<file path="src/rtl/ll_seizure_detector.sv">
// Windowed line-length accumulator with a debounced, hysteretic seizure alarm.
// Each completed window is compared to thr_hi/thr_lo and steps a four-state decision FSM.
module ll_seizure_detector #(
  parameter int DATA_WIDTH = 32,
  parameter int WIN_LEN    = 256,
  parameter int ON_COUNT   = 3,
  parameter int OFF_COUNT  = 5
) (
  input  logic                                    clk,
  input  logic                                    rst,
  input  logic [DATA_WIDTH-1:0]                   din,
  input  logic                                    en,
  input  logic [DATA_WIDTH+$clog2(WIN_LEN)-1:0]   thr_hi,
  input  logic [DATA_WIDTH+$clog2(WIN_LEN)-1:0]   thr_lo,
  output logic [DATA_WIDTH+$clog2(WIN_LEN)-1:0]   win_sum,
  output logic                                    win_valid,
  output logic                                    alarm,
  output logic                                    alarm_rise,
  output logic                                    alarm_fall
);

  localparam int CW = $clog2(WIN_LEN);
  localparam int SW = DATA_WIDTH + CW;
  localparam logic [3:0] ON_C  = 4'(ON_COUNT);
  localparam logic [3:0] OFF_C = 4'(OFF_COUNT);

  typedef enum logic [1:0] {IDLE, PENDING, ALARM, RELEASING} state_t;

  state_t        state_q, state_d;
  logic [3:0]    run_q, run_d;
  logic [SW-1:0] acc_q, acc_d;
  logic [CW-1:0] cnt_q, cnt_d;
  logic [SW-1:0] sum_q, sum_d;
  logic          valid_q, valid_d;
  logic          rise_q, rise_d;
  logic          fall_q, fall_d;

  logic [SW-1:0] din_clamped;
  logic [SW-1:0] sum_new;
  logic          window_done;
  logic          is_hi;
  logic          is_lo;

  // Negative line-length values are clamped to zero before accumulation.
  assign din_clamped = din[DATA_WIDTH-1] ? '0 : SW'(din);
  assign sum_new     = acc_q + din_clamped;
  assign window_done = en && (cnt_q == CW'(WIN_LEN - 1));
  assign is_hi       = sum_new > thr_hi;
  assign is_lo       = sum_new < thr_lo;

  always_ff @(posedge clk) begin
    if (rst) begin
      state_q <= IDLE;
      run_q   <= '0;
      acc_q   <= '0;
      cnt_q   <= '0;
      sum_q   <= '0;
      valid_q <= 1'b0;
      rise_q  <= 1'b0;
      fall_q  <= 1'b0;
    end else begin
      state_q <= state_d;
      run_q   <= run_d;
      acc_q   <= acc_d;
      cnt_q   <= cnt_d;
      sum_q   <= sum_d;
      valid_q <= valid_d;
      rise_q  <= rise_d;
      fall_q  <= fall_d;
    end
  end

  always_comb begin
    state_d = state_q;
    run_d   = run_q;
    acc_d   = acc_q;
    cnt_d   = cnt_q;
    sum_d   = sum_q;
    valid_d = 1'b0;
    rise_d  = 1'b0;
    fall_d  = 1'b0;

    if (en) begin
      if (window_done) begin
        acc_d   = '0;
        cnt_d   = '0;
        sum_d   = sum_new;
        valid_d = 1'b1;
      end else begin
        acc_d = sum_new;
        cnt_d = cnt_q + 1'b1;
      end
    end

    // Decision runs on the last sample's edge so alarm moves together with win_valid.
    if (window_done) begin
      case (state_q)
        IDLE: begin
          if (is_hi) begin
            if (ON_C == 4'd1) begin
              state_d = ALARM;
              run_d   = '0;
              rise_d  = 1'b1;
            end else begin
              state_d = PENDING;
              run_d   = 4'd1;
            end
          end
        end
        PENDING: begin
          if (is_hi) begin
            if (run_q + 4'd1 >= ON_C) begin
              state_d = ALARM;
              run_d   = '0;
              rise_d  = 1'b1;
            end else begin
              run_d = run_q + 4'd1;
            end
          end else begin
            state_d = IDLE;
            run_d   = '0;
          end
        end
        ALARM: begin
          if (is_lo) begin
            if (OFF_C == 4'd1) begin
              state_d = IDLE;
              run_d   = '0;
              fall_d  = 1'b1;
            end else begin
              state_d = RELEASING;
              run_d   = 4'd1;
            end
          end
        end
        RELEASING: begin
          if (is_lo) begin
            if (run_q + 4'd1 >= OFF_C) begin
              state_d = IDLE;
              run_d   = '0;
              fall_d  = 1'b1;
            end else begin
              run_d = run_q + 4'd1;
            end
          end else begin
            state_d = ALARM;
            run_d   = '0;
          end
        end
        default: begin
          state_d = IDLE;
          run_d   = '0;
        end
      endcase
    end
  end

  assign win_sum    = sum_q;
  assign win_valid  = valid_q;
  assign alarm      = (state_q == ALARM) || (state_q == RELEASING);
  assign alarm_rise = rise_q;
  assign alarm_fall = fall_q;

endmodule

</file>
<file path="config.mk">
export PLATFORM = sky130hd
export DESIGN_NAME = ll_seizure_detector
export DESIGN_NICKNAME = d
export VERILOG_FILES = /design/src/rtl/ll_seizure_detector.sv
export SDC_FILE = /design/constraint.sdc
export NUM_CORES = 1
export LEC_CHECK = 0
export CAP_MARGIN = 20
export CORE_MARGIN = 10
export CORE_UTILIZATION = 52
export CTS_CLUSTER_SIZE = 14
export DETAILED_ROUTE_END_ITERATION = 10
export PLACE_DENSITY = 0.81
export SLEW_MARGIN = 20
export SYNTH_ARGS = -nofsm -noshare
export SYNTH_HDL_FRONTEND = slang
export SYNTH_SLANG_ARGS = --single-unit
</file>
<file path="constraint.sdc">
create_clock -name clk -period 9 [get_ports clk]
set_clock_uncertainty 0.05 [all_clocks]
set_input_delay 1.8 -clock clk [delete_from_list [all_inputs] [get_ports clk]]
set_output_delay 1.8 -clock clk [all_outputs]
set_load 0.01 [all_outputs]
</file>
## Word-level counts from Yosys, hierarchy flattened

Index checks and enable logic that the tools add are counted.
Widths: inputs -> output; s select.

- Bits in registers: 97
- Output and inout port bits: 44
- Input port bits: 115
- Logic and storage cells: 58

- Mux-type cells: 20
- Add/sub/neg operators: 3
- $lt $le $gt $ge: 4
- Reduce and logical (&&, ||, !) cells: 9
- Equal/unequal tests: 8
- Bitwise gates (word level): 6

Operator list:

| cell | number |
|---|---|
| $add 40x31->40 | 1 |
| $gt 40x40->1 | 1 |
| $lt 40x40->1 | 1 |
| $mux 40 | 1 |
| $mux 31 | 1 |
| $mux 4 | 6 |
| $pmux 4 s4 | 1 |
| $mux 2 | 6 |
| $add 8x1->8 const B | 1 |
| $eq 8x8->1 const B | 1 |
| $mux 8 | 1 |
| $pmux 2 s4 | 1 |
| $reduce_or 4->1 | 2 |
| $ne 3x3->1 const B | 2 |
| $not 1->1 | 6 |
| $reduce_and 5->1 | 1 |
| $add 4x1->4 const B | 1 |
| $eq 2x2->1 const B | 2 |
| $ge 4x2->1 const B | 1 |
| $ge 4x3->1 const B | 1 |
| $ne 2x2->1 const B | 2 |
| $mux 1 | 3 |
| $reduce_and 3->1 | 1 |
| $eq 2x1->1 const B | 1 |
| 5 further kinds | 5 |

## Longest topological paths before layout

- Depth after elaboration: 5
- Gate-level depth with buffers: 24
- Gate-level depth less buffers: 23

## Worst setup path before layout

No wires, ideal clock.

- Path kind: in2reg
- From: in din[31]
- To: reg run_q[0]
- Data arrival time: 6776 ps
- Data required time: 8876 ps
- Path slack: 2099 ps
- Stages on the path: 22
- Cells stage by stage: clkbuf_1 nor2b_1 ha_1 clkbuf_1 nand4_1 a2111oi_0 o311a_1 or2_1 a21oi_1 o21ai_1 and2_1 xor2_1 ha_1 nand4_1 nor4_1 inv_1 or4_1 a2bb2oi_1 a211o_1 o22a_1 or3_1 a31oi_1

- Cells in the longest elaborated chain, start to end: 5
- Elaborated cells between the ends (all ways): 10

Ends and longest elaborated chain:

| element | line | text |
|---|---|---|
| start: declaration | 11 | `input logic [DATA_WIDTH-1:0] din,` |
| $mux 31 * | 45 | `assign din_clamped = din[DATA_WIDTH-1] ? '0 : SW'(din);` |
| $add 40x31->40 * | 46 | `assign sum_new = acc_q + din_clamped;` |
| named net sum_new[38] | 39 | `logic [SW-1:0] sum_new;` |
| $lt 40x40->1 or $gt 40x40->1 (tied branches) | 49, 48 |  |
| $mux 4 (tied with other cells) | 137 | `if (is_lo) begin` |
| $pmux 4 s4 or $reduce_and 3->1 (tied branches) | -- |  |
| end signal: assignment | 63 | `run_q <= run_d;` |
| end: declaration | 30 | `logic [3:0] run_q, run_d;` |

Mark *: on every way through the listed nets, which the timed path passes. The rest lies on a longest branch.
A chain may end at the register's enable or synchronous reset.

## Worst setup path after layout

Same ends and word-level chain as after synthesis.

==> out/results.ini <==
[outcome]
outcome = finished, final reports clean

[global_routing]
gr-total-overflow = 0
grt_max_degree = 74
grt_first_pass_wirelength_um = 36890
antenna_found_initial = 0
grt_usage_pct = 22.65
grt_pass1_vias = 7229

[synth]
synth-main-ff-cell = dfxtp_1
ys_top_cells_by_area = dfxtp_1 (26%), ha_1 (19%), a21oi_1 (5.3%)
postSynthAreaPerCell_um2 = 7.915
synth_seq_cells = 97
yosys_warnings = 0
synth_top_area_share_pct = 25.91
synth_most_common_cell = ha_1
synth.distinct_cells = 61
syn_inst = 947
synth_seq_area_share_pct = 25.91
synth_nets = 1177
netlist_area_um2 = 7496
synth_top_cells_by_count = ha_1 (114), dfxtp_1 (97), inv_1 (97), nand2_1 (86), a21oi_1 (80)
synth_top_cell_by_area = dfxtp_1
synthArstFlopShare_pct = 0
synth-edff-count = 0

[power]
power.share.clock_pct = 35.3
switching_power_uw = 385.1
pwr-share-comb_pct = 28.4
seq_power_share_pct = 36.3
power_density_nw_per_um2 = 129.5
power.leakage_uw = 0.004494
peakVddDrop_v = 0.00008528
p_sw_share_pct = 31.16
internal-power_uw = 851.0

[cts]
h-tree-depth = 3
insertion_delay_ns = 0.36
ctsHoldBuffers = 0
clock-sinks = 97
clockBufferDepth = 2
post_cts_buffers = 0
cts_root_buf = clkbuf_16
clkTransAtPathRegs_ns = 0.07
ctsResizeCount = 0
cts_buffers = 9
cts_tree = yes

[timing]
tightest_slew_ns = 1.113
whs_ns = 0.4066
fmax_mhz = 121.9
finalSetupTns_ns = 0
setup_viol = 0
slew_viol_final = 0
final_hold_viol_count = 0
timing.slew.headroom_pct = 25.74
fin_crit_ns = 8.207
period_share_pct = 91.18
rsz0062_at_grt = no
postLayoutSetupSlackWorst_ns = 0.7935

[worst_setup_path]
worstPathArrival_ns = 8.43
cp_max_fo = 18
cp_cell_sequence = clkdlybuf4s50_1 -> buf_4 -> nor2b_1 -> ha_1 -> o21ai_0 -> a2111oi_0 -> o311a_1 -> or2_1 -> a21oi_1 -> o21ai_1 -> and2_1 -> xor2_1 -> ha_1 -> nand4_1 -> nor4_1 -> inv_1 -> or4_1 -> a2bb2oi_1 -> a211o_1 -> o22a_1 -> or3_1 -> a31oi_1
cpLargestDelayFamily = compound AO/OA/AOI/OAI gates
critPathKind = in2reg
startpoint_type = input pin
cpMostUsedCell = ha_1
crit_path_end_kind = flip-flop
slowest_stage = clkdlybuf4s50_1
slowest_delay_ns = 0.81
crit_required_ns = 9.23
crit_buf_inv = 3

[cells_and_area]
antennaDiodeCount = 0
nets = 1317
area_delta_synth_final_pct = 27.36
drive_gt1_share_pct = 2.747

[placement]
port_buffers = 158
place_ws_ns = 0.4570
gp_congestion = 0.9626
dpl.hpwl_um = 17770

[route]
vias = 7456
firstDrtPassIters = 5
viasPerCell = 5.862
ant_nets = 0
wl_per_cell_um = 18.05
routedLengthMet1_um = 10270
drc = 0
highest_layer = met4
routed-wl-met3_um = 1698
wl_met2_um = 10500
wl_um = 22970
drt_iter0_markers = 571

[floorplan]
num_rows = 43
dieArea_um2 = 19620
die_w_um = 140.1
start_util_pct = 53.59
die_h_um = 140.1
core_area_um2 = 13990
boundaryPins = 159

[run]
cap_violations = 0

[worst_hold_path]
hp-class = reg2reg

==> sequential cells by signal, indices dropped and copies added (netlist names) <==
| signal | flops |
|---|---|
| alarm_fall | 1 |
| win_sum | 40 |
| win_valid | 1 |
| alarm_rise | 1 |
| acc_q | 40 |
| state_q | 2 |
| cnt_q | 8 |
| run_q | 4 |
==> tightest hold or removal path, stage by stage (launching register included) <==
cell     delay [ns]
dfxtp_1        0.31
nand2_1        0.05
a21oi_1        0.05
==> metal layers <==
metal	up-vias	track usage (%)
met5	-	0
met4	0	7.283
li1	3662	-
met1	3483	28.63
met3	34	5.105
met2	277	37.24
==> final cells by class <==
type,count,area [um2]
Timing Repair Buffer,165,1629
Inverter,97,364.1
Clock inverter,6,90.09
Clock buffer,10,239.0
Fill cell,1167,4442
Tap cell,180,225.2
Multi-Input combinational cell,717,5057
Sequential cell,97,1942
==> worst paths after layout <==
check | startpoint | endpoint | slack, ns | cells past startpoint
hold reg to reg | win_sum[6] | win_sum[6] | 0.41 | 2
setup reg to reg | acc_q[11] | run_q[0] | 3.04 | 19
hold / removal | win_sum[6] | win_sum[6] | 0.41 | 2
setup / recovery | din[31] | run_q[0] | 0.79 | 22
==> kinds of logic after synthesis <==
logic type                 Yosys count  synth area share, %
and+or+nand+nor                    294                19.26
DFF                                 97                25.91
adders and majority gates          115                19.30
xor gates and xnor gates            40                4.674
muxes                                4               0.5508
AOI/OAI and AO/OA                  264                23.65
buffers and inverters              133                6.660
==> layout by cell type (no fill, tap or decap), drive strengths merged, types with 3 or more instances in the layout <==
master and count:
xor2 20, nor3 13, nand2b 9, nand2 86, a22o 15, nor4 3, clkbuf 10, a211oi 10
o211a 5, nor2 65, ha 114, a31o 5, or3 9, a21o 40, nor2b 39, a22oi 21
o31ai 3, a21oi 80, a32o 5, inv 98, xnor2 20, a31oi 12, nand3 21, buf 8
mux2i 3, clkdlybuf4s50 157, o21ai 31, o211ai 6, o21a 5, nand4 20, dfxtp 97, and2 4
or4 3, and3 12, a311oi 3
==> stage by stage <==
stage	total power (uW)	utilization, %	area (um2)	instances
2_1_floorplan	677.9	-	7496	947
3_3_place_gp	792.4	65.89	9218	1256
3_5_place_dp	800.5	65.89	9218	1256
4_1_cts	1234	68.25	9547	1272
5_1_grt	1296	68.25	9547	1272
6_report	1236	68.25	9547	1272
==> power groups by stage <==
stage	logic (uW)	registers, uW	clock network, uW
2_1_floorplan	222	456	0
3_3_place_gp	334	458	0
3_5_place_dp	342	458	0
4_1_cts	347	449	439
5_1_grt	391	450	455
6_report	351	449	436
(Power assumes the default switching activity.)
